[src/rtl/id_dispatch_ctrl.sv]
// rtl/id_dispatch_ctrl.sv - ID queue to ALU/MEM/BR issue-queue dispatcher with credit flow control.
// One entry per cycle leaves the FWFT ID queue head; class 3 entries are popped and dropped.
module id_dispatch_ctrl #(
  parameter int ENTRY_W   = 96,
  parameter int CLASS_LSB = 94,
  parameter int CREDITS   = 4,
  parameter int CNT_W     = 16
) (
  input  logic               CLK,
  input  logic               RESET,
  input  logic               FREEZE,
  input  logic               mispredict,
  input  logic               flush_fCOM,
  input  logic               idq_empty,
  input  logic [ENTRY_W-1:0] idq_data,
  output logic               idq_do_read,
  input  logic               ret_alu,
  input  logic               ret_mem,
  input  logic               ret_br,
  output logic [ENTRY_W-1:0] out_data,
  output logic               out_vld_alu,
  output logic               out_vld_mem,
  output logic               out_vld_br,
  output logic [CNT_W-1:0]   stall_cnt,
  output logic [CNT_W-1:0]   disp_cnt,
  output logic               credit_err
);

  localparam logic [1:0] ST_RUN   = 2'd0;
  localparam logic [1:0] ST_STALL = 2'd1;
  localparam logic [1:0] ST_FLUSH = 2'd2;
  localparam logic [2:0] CRED_MAX = 3'(CREDITS);

  logic [1:0]         state_q, state_d;
  logic [2:0]         cred_alu_q, cred_alu_d;
  logic [2:0]         cred_mem_q, cred_mem_d;
  logic [2:0]         cred_br_q, cred_br_d;
  logic [ENTRY_W-1:0] out_data_q, out_data_d;
  logic               vld_alu_q, vld_alu_d;
  logic               vld_mem_q, vld_mem_d;
  logic               vld_br_q, vld_br_d;
  logic [CNT_W-1:0]   stall_cnt_q, stall_cnt_d;
  logic [CNT_W-1:0]   disp_cnt_q, disp_cnt_d;
  logic               err_q, err_d;

  logic       flush;
  logic [1:0] cls;
  logic       ok;
  logic       pop;
  logic       dispatch;
  logic       cons_alu, cons_mem, cons_br;
  logic       e_alu, e_mem, e_br;

  // Returns {overflow, next credit}; a return into a full counter is held and flagged.
  function automatic logic [3:0] cred_next(input logic [2:0] cred, input logic cons, input logic ret);
    if (ret && !cons && cred == CRED_MAX) begin
      cred_next = {1'b1, cred};
    end else begin
      cred_next = {1'b0, cred - 3'(cons) + 3'(ret)};
    end
  endfunction

  assign flush = mispredict | flush_fCOM;
  assign cls   = idq_data[CLASS_LSB+1:CLASS_LSB];

  always_comb begin
    ok = 1'b1;
    case (cls)
      2'd0:    ok = (cred_alu_q != 3'd0);
      2'd1:    ok = (cred_mem_q != 3'd0);
      2'd2:    ok = (cred_br_q != 3'd0);
      default: ok = 1'b1;
    endcase
  end

  assign pop         = (state_q == ST_RUN) && !FREEZE && !flush && !idq_empty && ok;
  assign idq_do_read = pop;
  assign dispatch    = pop && (cls != 2'd3);
  assign cons_alu    = dispatch && (cls == 2'd0);
  assign cons_mem    = dispatch && (cls == 2'd1);
  assign cons_br     = dispatch && (cls == 2'd2);

  always_comb begin
    state_d     = state_q;
    cred_alu_d  = cred_alu_q;
    cred_mem_d  = cred_mem_q;
    cred_br_d   = cred_br_q;
    out_data_d  = out_data_q;
    vld_alu_d   = vld_alu_q;
    vld_mem_d   = vld_mem_q;
    vld_br_d    = vld_br_q;
    stall_cnt_d = stall_cnt_q;
    disp_cnt_d  = disp_cnt_q;
    err_d       = err_q;
    e_alu       = 1'b0;
    e_mem       = 1'b0;
    e_br        = 1'b0;

    if (flush) begin
      state_d    = ST_FLUSH;
      cred_alu_d = CRED_MAX;
      cred_mem_d = CRED_MAX;
      cred_br_d  = CRED_MAX;
      vld_alu_d  = 1'b0;
      vld_mem_d  = 1'b0;
      vld_br_d   = 1'b0;
      if (state_q == ST_STALL && stall_cnt_q != {CNT_W{1'b1}}) begin
        stall_cnt_d = stall_cnt_q + CNT_W'(1);
      end
    end else if (!FREEZE) begin
      {e_alu, cred_alu_d} = cred_next(cred_alu_q, cons_alu, ret_alu);
      {e_mem, cred_mem_d} = cred_next(cred_mem_q, cons_mem, ret_mem);
      {e_br, cred_br_d}   = cred_next(cred_br_q, cons_br, ret_br);
      err_d     = err_q | e_alu | e_mem | e_br;
      vld_alu_d = cons_alu;
      vld_mem_d = cons_mem;
      vld_br_d  = cons_br;
      if (dispatch) begin
        out_data_d = idq_data;
        disp_cnt_d = disp_cnt_q + CNT_W'(1);
      end
      case (state_q)
        ST_RUN:   if (!idq_empty && !ok) state_d = ST_STALL;
        ST_STALL: if (idq_empty || ok) state_d = ST_RUN;
        default:  state_d = ST_RUN;
      endcase
      if (state_q == ST_STALL && stall_cnt_q != {CNT_W{1'b1}}) begin
        stall_cnt_d = stall_cnt_q + CNT_W'(1);
      end
    end
  end

  always_ff @(posedge CLK or negedge RESET) begin
    if (!RESET) begin
      state_q     <= ST_RUN;
      cred_alu_q  <= CRED_MAX;
      cred_mem_q  <= CRED_MAX;
      cred_br_q   <= CRED_MAX;
      out_data_q  <= '0;
      vld_alu_q   <= 1'b0;
      vld_mem_q   <= 1'b0;
      vld_br_q    <= 1'b0;
      stall_cnt_q <= '0;
      disp_cnt_q  <= '0;
      err_q       <= 1'b0;
    end else begin
      state_q     <= state_d;
      cred_alu_q  <= cred_alu_d;
      cred_mem_q  <= cred_mem_d;
      cred_br_q   <= cred_br_d;
      out_data_q  <= out_data_d;
      vld_alu_q   <= vld_alu_d;
      vld_mem_q   <= vld_mem_d;
      vld_br_q    <= vld_br_d;
      stall_cnt_q <= stall_cnt_d;
      disp_cnt_q  <= disp_cnt_d;
      err_q       <= err_d;
    end
  end

  // A strobe pending when FREEZE rises is held and delivered once the issue stage thaws.
  assign out_vld_alu = vld_alu_q & ~FREEZE;
  assign out_vld_mem = vld_mem_q & ~FREEZE;
  assign out_vld_br  = vld_br_q & ~FREEZE;
  assign out_data    = out_data_q;
  assign stall_cnt   = stall_cnt_q;
  assign disp_cnt    = disp_cnt_q;
  assign credit_err  = err_q;

endmodule
[config.mk]
export PLATFORM = sky130hd
export DESIGN_NAME = id_dispatch_ctrl
export DESIGN_NICKNAME = d
export VERILOG_FILES = /design/src/rtl/id_dispatch_ctrl.sv
export SDC_FILE = /design/constraint.sdc
export NUM_CORES = 1
export LEC_CHECK = 0
export CORE_MARGIN = 2
export CORE_UTILIZATION = 40
export CTS_CLUSTER_DIAMETER = 60
export DETAILED_ROUTE_END_ITERATION = 10
export PLACE_DENSITY = 0.76
export SETUP_SLACK_MARGIN = 0.15
export SLEW_MARGIN = 25
export SYNTH_ARGS = -nofsm -noshare
export SYNTH_HDL_FRONTEND = slang
export SYNTH_SLANG_ARGS = --single-unit
[constraint.sdc]
create_clock -name CLK -period 2.74 [get_ports CLK]
set_input_delay 0.274 -clock CLK [delete_from_list [all_inputs] [get_ports CLK]]
set_output_delay 0.274 -clock CLK [all_outputs]
set_load 0.03 [all_outputs]
# == Word level (Yosys, flattened, before mapping) ==
# Index checks and enable logic that the tools add are counted.
# classes
addsub,8
magnitude_cmp,0
mul,0
mux,30
n_reduce_logical,35
div,0
bitwise_logic,9
n_eq_ne,14
shift,0
# ops
cell,n
2-to-1 mux 16 bit,3
2-to-1 mux 4 bit,9
adder 16 x 1 -> 16 bit (second input constant),2
2-to-1 mux 3 bit,6
logical AND 1 bit,16
inequality test 16 bit (second input constant),1
adder 3 x 1 -> 3 bit,3
equality test 3 bit (second input constant),3
nonzero test 3 bit,3
subtractor 3 x 1 -> 3 bit,3
2-to-1 mux 2 bit,4
inequality test 2 bit (second input constant),4
AND reduction 2 bit,4
zero test 1 bit,7
2-to-1 mux 1 bit,6
inequality test 3 x 2 -> 1 bit (second input constant),2
AND reduction 3 bit,2
equality test 2 x 1 -> 1 bit (second input constant),2
zero test 2 bit,2
bitwise OR 1 bit,4
one-hot mux 2 bit (2 select lines),1
bitwise AND 1 bit,3
one-hot mux 1 bit (3 select lines),1
equality test 2 bit (second input constant),1
other kinds (3),4
# totals
wordCells,107
memories,0
mem_bits_ro,0
output_inout_bits,133
latchBits,0
ramBits,0
input_bits,105
ff_bits,143

# == Longest topological paths before layout ==
# Gate-level depths: netlist of the first run.
# depth
ltp_word,16
mapped_depth,14
mapped_depth_nobuf,13

# == Worst setup path before layout of the first run ==
# OpenSTA, ideal clock, no wires.
# synth_path
path_kind,register -> register
from,register state_q[1]
to,register cred_mem_q[2]
required_ns,2.646
n_path_buf,0
path_slack_ns,0.076
synth_period_minus_slack_ns,2.664
arrival_time_ns,2.570
setup_ns,0.094
path_stages_with_launch,14
cell_sequence,dfrtp_1 nor3_2 and2_1 nand2_1 nor3_1 ha_1 inv_1 ha_1 inv_1 fa_1 xnor2_1 nor2_1 nor4bb_1 o21ai_0
# synth_between
elab_chain_cells,14
elab_cells_between_ends,19
classes_between,add/sub: 2; eq/ne: 1; mux: 5; reduce/logical: 11
# synth_rtl
element,line_no,text
"start, declared",34,"logic [1:0] state_q, state_d;"
"start signal, assigned",147,state_q <= state_d;
zero test 2 bit *,76,assign pop = (state_q == ST_RUN) && !FREEZE && !flush && !idq_empty && ok;
logical AND 1 bit * (4 in series),76,
logical AND 1 bit *,78,assign dispatch = pop && (cls != 2'd3);
logical AND 1 bit *,80,assign cons_mem = dispatch && (cls == 2'd1);
subtractor 3 x 1 -> 3 bit,59,"cred_next = {1'b0, cred - 3'(cons) + 3'(ret)};"
adder 3 x 1 -> 3 bit,59,
2-to-1 mux 4 bit,56,if (ret && !cons && cred == CRED_MAX) begin
2-to-1 mux 4 bit,110,end else if (!FREEZE) begin
2-to-1 mux 4 bit,99,if (flush) begin
2-to-1 mux 3 bit,110,
2-to-1 mux 3 bit,99,
"end signal, assigned",149,cred_mem_q <= cred_mem_d;
"end, declared",36,"logic [2:0] cred_mem_q, cred_mem_d;"
# Every way passes the cells marked *; elsewhere a longest branch is shown, timed or not. The select of a mux whose other input is x is not followed.
# A chain may end at the register's enable or synchronous reset.

# == Final worst setup path of the first run ==
# layout_path
from,register cred_mem_q[1]
to,register cred_alu_q[2]
# layout_between
elab_chain_cells,12
elab_cells_between_ends,17
classes_between,add/sub: 2; eq/ne: 1; mux: 6; reduce/logical: 8
# layout_rtl
element,line_no,text
nonzero test 3 bit *,70,2'd1: ok = (cred_mem_q != 3'd0);
one-hot mux 1 bit (3 select lines) *,68,case (cls)
logical AND 1 bit *,76,
logical AND 1 bit *,78,
logical AND 1 bit *,79,assign cons_alu = dispatch && (cls == 2'd0);
subtractor 3 x 1 -> 3 bit,59,
adder 3 x 1 -> 3 bit,59,
2-to-1 mux 4 bit,56,
2-to-1 mux 4 bit,110,
2-to-1 mux 4 bit,99,
2-to-1 mux 3 bit,110,
2-to-1 mux 3 bit,99,
"end signal, assigned",148,cred_alu_q <= cred_alu_d;
"end, declared",35,"logic [2:0] cred_alu_q, cred_alu_d;"
# Marked as above.

==> flow_summary.yaml, run 1 <==
finish:
  layout.nets: 836
  diodes: 0
  syn_to_final_growth_pct: 55.86
  final_cells: 947
  drive_gt1_share_pct: 25.72
  finalInstanceArea_um2: 9918
  fillers: 1187
cts:
  cts.path.max_buffers: 2
  numCtsBuffers: 17
  clock-sinks: 143
  ctsHtreeMaxLevel: 4
  root_buffer: "clkbuf_16"
  cts_tree: "yes"
  insertion_delay_ps: 420
  path_clk_slew_ps: 60
worst_setup_path:
  reg2reg_to: "cred_alu_q[2]$_DFFE_PN1P_"
  cp.arrival_ps: 3120
  path_max_fanout: 4
  worstSetupEndpointType: "flop"
  worstSetupStartpoint: "cred_mem_q[1]$_DFFE_PN0P_"
  startpoint_type: "flop"
  cpMaxStageDelayCell: "o41ai_4"
  criticalPathCategory: "flop to flop"
  max_stage_delay_ps: 420
  reg2reg_from: "cred_mem_q[1]$_DFFE_PN0P_"
  r2r_setup_slack_ps: -20
  worst_ep_required_time_ps: 3090
  path_cells: "o41ai_4 -> o221ai_4 -> nand2_4 -> nor2_1 -> ha_1 -> inv_1 -> ha_1 -> inv_1 -> fa_2 -> xnor2_1 -> or4_1 -> nand3_1"
  ff2ff_path_depth: 12
placed_design:
  place_area_um2: 9165
  gp_congestion: 0.9011
  dp_hpwl_um: 12640
  io_buffers: 237
  dp.cells: 914
timing:
  worst_pin_slew_ps: 691.6
  final.setup.tns_ps: -48.19
  slew-limit-headroom_pct: 53.77
  holdWs_ps: 395.4
  fmax_mhz: 361.7
  fin_skew_ps: 9.337
  setup_viol: 3
  layout_setup_ws_ps: -24.64
  layout_worst_path_cycle_share_pct: 100.9
  period_needed_ps: 2765
  drv_slew: 0
  rsz0062_at_grt: "true"
  hold_viol: 0
pwr:
  swShare_pct: 25.51
  clock_power_share_pct: 41.9
  power.density_nw_per_um2: 621.0
  total_power_mw: 6.159
  switchingPower_mw: 1.571
  vdd_drop_max_uv: 404.6
  combPwrFrac_pct: 19.4
  p_leak_nw: 4.535
  seqPwrFrac_pct: 38.7
  p_int_mw: 4.588
yosys:
  synth_seq_cells: 143
  postSynth.asyncResetShare_pct: 100.0
  synth_most_common_cell: "dfrtp_1"
  netlist_top_cells_count: "dfrtp_1 (140), mux2_2 (56), mux2_4 (40)"
  synth_area_per_cell_um2: 13.99
  synthFlopType: "dfrtp_1"
  synth_top_area_share_pct: 55.05
  synth_top_cell_by_area: "dfrtp_1"
  syn_nets: 571
  yosys-top-cells-area: "dfrtp_1 (55%), mux2_2 (9.9%), mux2_4 (9.4%)"
  ys_warn_count: 0
  syn-cell-area_um2: 6364
  ys_seq_area_share_pct: 56.29
  syn_inst: 455
  synth_edf_count: 0
  ys_types: 53
drt:
  routedWlPerCell_um: 17.93
  drt_iter0_markers: 240
  drt_wl_total_um: 16980
  vias: 4771
  ant_nets: 0
  drt-vias-per-instance: 5.038
  first_pass_iters: 4
  drc: 0
global_routing:
  track_usage_pct: 20.38
  antenna_found_initial: 0
  grt_pass1_wl_um: 26340
  grt.busiest_layer: "met2"
  grt_pass1_vias: 5135
  grt_max_degree: 85
  grt_overflow: 0
  grtUsageMet3_pct: 8.569
  use_met2_pct: 34.09
  use_met1_pct: 22.94
floorplanning:
  fp.dieW_um: 130.1
  core_um2: 15710
  die-area_um2: 16930
  start_util_pct: 40.50
  row_count: 46
  die_y_um: 130.1
  ioPinCount: 238
status:
  status: "finished with violations"
  failed_checks: "setup timing"
hold_path:
  min_path_type: "primary input to asynchronous set/reset pin"
run:
  maxCapViolCount: 0
-- flip-flops by register name, indices dropped and copies added (netlist names), 2 cells and up --
signal and flops:
out_data 96, disp_cnt 16, stall_cnt 16, cred_alu_q 3, cred_br_q 3, cred_mem_q 3
state_q 2
-- repair_timing --
item,4_1_cts,5_1_grt
hold buffers,1,0
pin swaps,9,3
gates resized for setup,10,8
setup endpoints to repair,7,6
buffers inserted,2,0
hold endpoints to repair,56,0
-- per-stage QoR --
| step | utilization [%] | setup slack (ps) |
|---|---|---|
| 2_1_floorplan | - | 134.5 |
| 3_3_place_gp | 58.33 | -422.2 |
| 3_5_place_dp | 58.33 | -608.5 |
| 4_1_cts | 62.88 | -19.35 |
| 5_1_grt | 63.12 | -126.7 |
| 6_report | 63.12 | -24.64 |
-- logic make-up after synthesis --
| kind of cell | Yosys count | share of synthesized area [%] |
|---|---|---|
| compound gates | 30 | 3.598 |
| xor+xnor | 33 | 4.542 |
| fa+ha+maj | 11 | 2.517 |
| buf+inv | 30 | 2.635 |
| flops | 143 | 56.29 |
| mux | 96 | 19.35 |
| simple gates | 112 | 11.07 |
-- cells in the final DEF (no fill, tap or decap), types with 6 or more instances in the layout --
| cell type | n |
|---|---|
| ha_1 | 7 |
| nand3_1 | 9 |
| dfrtp_1 | 139 |
| and3_1 | 6 |
| clkdlybuf4s50_1 | 234 |
| xor2_1 | 14 |
| nor3_1 | 6 |
| mux2_4 | 40 |
| inv_1 | 12 |
| clkbuf_16 | 17 |
| nand4_1 | 11 |
| buf_4 | 21 |
| nand2_1 | 18 |
| nor4_1 | 8 |
| nor2_1 | 9 |
| mux2_2 | 56 |
| xnor2_1 | 18 |
| and4_1 | 6 |
-- worst max-delay path: cells and delay by family, from the launching register on --
family,cells,cell delay (ps)
fa+ha+maj,3,720
simple gates,4,690
compound gates,2,610
flops,1,410
xor+xnor,1,150
buf+inv,2,110
-- cell type report --
class	instances	area (um^2)	share of cell area (%)
sequential	143	3583	36.13
tap	216	270.3	2.725
timing repair buffer	263	2634	26.55
clock inverter	9	181.4	1.829
inverter	13	48.80	0.4920
multi-input combinational	282	2720	27.43
clock buffer	21	480.5	4.844
-- routing by layer --
| layer | wire length, um | part of all wire [%] |
|---|---|---|
| met3 | 1376 | 8.1 |
| met4 | 397 | 2.3 |
| met5 | 0 | 0 |
| met2 | 8870 | 52 |
| met1 | 6337 | 37 |
-- power groups by stage --
stage               Combinational, mW  Clock, mW  Sequential [mW]
detailed placement               1.20          0             2.42
finish                           1.20       2.58             2.39
global route                     1.26       2.73             2.41
CTS                              1.21       2.64             2.39
floorplan                       0.235          0             2.74
global placement                 1.18          0             2.41
-- worst max-delay path by stage --
stage          depth (start not counted)  slack (ps)                         to
4_1_cts                               12         -20  cred_alu_q[2]$_DFFE_PN1P_
2_1_floorplan                         13         130  cred_mem_q[2]$_DFFE_PN1P_
6_report                              12         -20  cred_alu_q[2]$_DFFE_PN1P_
5_1_grt                               12        -130  cred_alu_q[2]$_DFFE_PN1P_
3_5_place_dp                          14        -610  cred_mem_q[2]$_DFFE_PN1P_
3_3_place_gp                          14        -420  cred_mem_q[2]$_DFFE_PN1P_
Power figures use the tool's default switching activity.
==> run 2: changes to the inputs <==
--- a/config.mk
+++ b/config.mk
@@ -10,6 +10,7 @@
 export CTS_CLUSTER_DIAMETER = 60
 export DETAILED_ROUTE_END_ITERATION = 10
 export PLACE_DENSITY = 0.76
+export RECOVER_POWER = 25
 export SETUP_SLACK_MARGIN = 0.15
 export SLEW_MARGIN = 25
 export SYNTH_ARGS = -nofsm -noshare
==> run 2 against run 1 <==
Net effect:
- the run ends with capacitance limit, slew limit, setup timing left
- sequential cell count unchanged
- clock power hardly changed
- highest routed layer unchanged
- first-iteration DRC count did not move
- worst hold slack improved by 24 ps
- routed wire length is essentially flat
- critical path depth stayed put
- critical endpoint unchanged
- clock skew barely moved
- register-to-register slack about the same
==> flow_summary.yaml, run 2 (same netlist as run 1, synthesis figures left out) <==
finish:
  layout.nets: 836
  diodes: 0
  post-route-util_pct: 63.03
  syn_to_final_growth_pct: 55.62
  final_cell_mix: "clkdlybuf4s50_1 (233), dfrtp_1 (139), mux2_2 (56)"
  drive_gt1_share_pct: 25.72
  largest_reg_flops: 96
  fillers: 1192
  final_common_cell: "clkdlybuf4s50_1"
cts:
  root_buffer: "clkbuf_16"
  cts.path.max_buffers: 2
  cts_tree: "yes"
  insertion_delay_ps: 420
  ctsHtreeMaxLevel: 4
  path_clk_slew_ps: 60
  numCtsBuffers: 17
  clock-sinks: 143
drt:
  drc: 0
  drt_iter0_markers: 240
  ant_nets: 0
  drt-vias-per-instance: 5.036
  vias: 4769
  first_pass_iters: 4
  drt_wl_total_um: 16980
  routedWlPerCell_um: 17.93
global_routing:
  grt_pass1_vias: 5135
  grt_pass1_wl_um: 26340
  track_usage_pct: 20.38
  grt_max_degree: 85
  antenna_found_initial: 0
  grt_overflow: 0
timing:
  fin_skew_ps: 9.337
  rsz0062_at_grt: "true"
  hold_viol: 0
  fmax_mhz: 361.7
  final.setup.tns_ps: -48.37
  worst_pin_slew_ps: 1501
  slew-limit-headroom_pct: -0.08712
  layout_worst_path_cycle_share_pct: 100.9
  drv_slew: 29
  setup_viol: 3
  period_needed_ps: 2765
  layout_setup_ws_ps: -24.72
worst_setup_path:
  cp.arrival_ps: 3120
  worst_ep_required_time_ps: 3090
  criticalPathCategory: "flop to flop"
  path_max_fanout: 4
  startpoint_type: "flop"
  worstSetupEndpointType: "flop"
floorplanning:
  ioPinCount: 238
  start_util_pct: 40.50
  die-area_um2: 16930
  fp.dieW_um: 130.1
  row_count: 46
  core_um2: 15710
  die_y_um: 130.1
pwr:
  seqPwrFrac_pct: 38.7
  clock_power_share_pct: 41.9
  p_leak_nw: 4.530
  power.density_nw_per_um2: 621.6
  swShare_pct: 25.51
  switchingPower_mw: 1.571
  vdd_drop_max_uv: 404.7
  p_int_mw: 4.585
  combPwrFrac_pct: 19.4
run:
  maxCapViolCount: 1
hold_path:
  min_path_type: "primary input to flop"
status:
  failed_checks: "capacitance limit, slew limit, setup timing"
  status: "finished with violations"
placed_design:
  gp_congestion: 0.9011
  io_buffers: 237
  pre_cts_slack_ps: -608.5
  dp_hpwl_um: 12640
run 2: repair_timing:
item | in CTS | in global routing
setup buffers | 2 | 0
pin swaps | 9 | 3
endpoints found under the hold margin | 56 | 0
resized for setup | 10 | 8
setup endpoints to repair | 7 | 6
hold buffers | 1 | 0
run 2: metrics by stage:
stage / hold slack (ps) / total power, mW / cells / area [um^2]
after global routing: 446.1 / 6.393 / 947 / 9903
final: 418.9 / 6.156 / 947 / 9903
after global placement: 280.1 / 3.587 / 914 / 9165
after detailed placement: 287.2 / 3.617 / 914 / 9165
after CTS: 402.6 / 6.235 / 947 / 9879
after floorplan: -21.59 / 2.980 / 455 / 6400
run 2: critical path, stage by stage, from the launching register on:
cell and delay, ps:
dfrtp_1 410, o41ai_4 420, o221ai_4 190, nand2_4 120, nor2_1 50, ha_1 260
inv_1 60, ha_1 130, inv_1 50, fa_2 330, xnor2_1 150, or4_1 420
nand3_1 100
run 2: cell type report:
type | instances | area [um^2] | share of cell area, %
Tap cell | 216 | 270.3 | 2.729
Sequential cell | 143 | 3583 | 36.18
Timing Repair Buffer | 263 | 2619 | 26.44
Clock buffer | 21 | 480.5 | 4.852
Inverter | 13 | 48.80 | 0.4927
Multi-Input combinational cell | 282 | 2720 | 27.47
Clock inverter | 9 | 181.4 | 1.832
run 2: per-layer routing:
layer | GRT usage [%] | part of all wire [%]
met5 | 0 | 0
met4 | 8.729 | 2.3
met3 | 8.569 | 8.1
met2 | 34.09 | 52
met1 | 22.94 | 37
run 2: worst paths after layout:
kind | from | endpoint | slack, ps | cells past startpoint
setup / recovery | cred_mem_q[1]$_DFFE_PN0P_ | cred_alu_q[2]$_DFFE_PN1P_ | -20 | 12
hold / removal | idq_data[95] | out_data[95]$_DFFE_PN0P_ | 420 | 3
setup reg to reg | cred_mem_q[1]$_DFFE_PN0P_ | cred_alu_q[2]$_DFFE_PN1P_ | -20 | 12
hold reg to reg | credit_err$_DFFE_PN0P_ | credit_err$_DFFE_PN0P_ | 480 | 1
max in group asynchronous | RESET | out_data[73]$_DFFE_PN0P_ | 550 | 3
min in group asynchronous | RESET | out_data[26]$_DFFE_PN0P_ | 760 | 2
run 2: power groups by stage:
stage               clock network [mW]  registers (mW)  logic, mW
floorplan                            0            2.74      0.235
global placement                     0            2.41       1.18
detailed placement                   0            2.42       1.20
CTS                               2.64            2.39       1.21
global route                      2.73            2.41       1.26
finish                            2.58            2.39       1.19
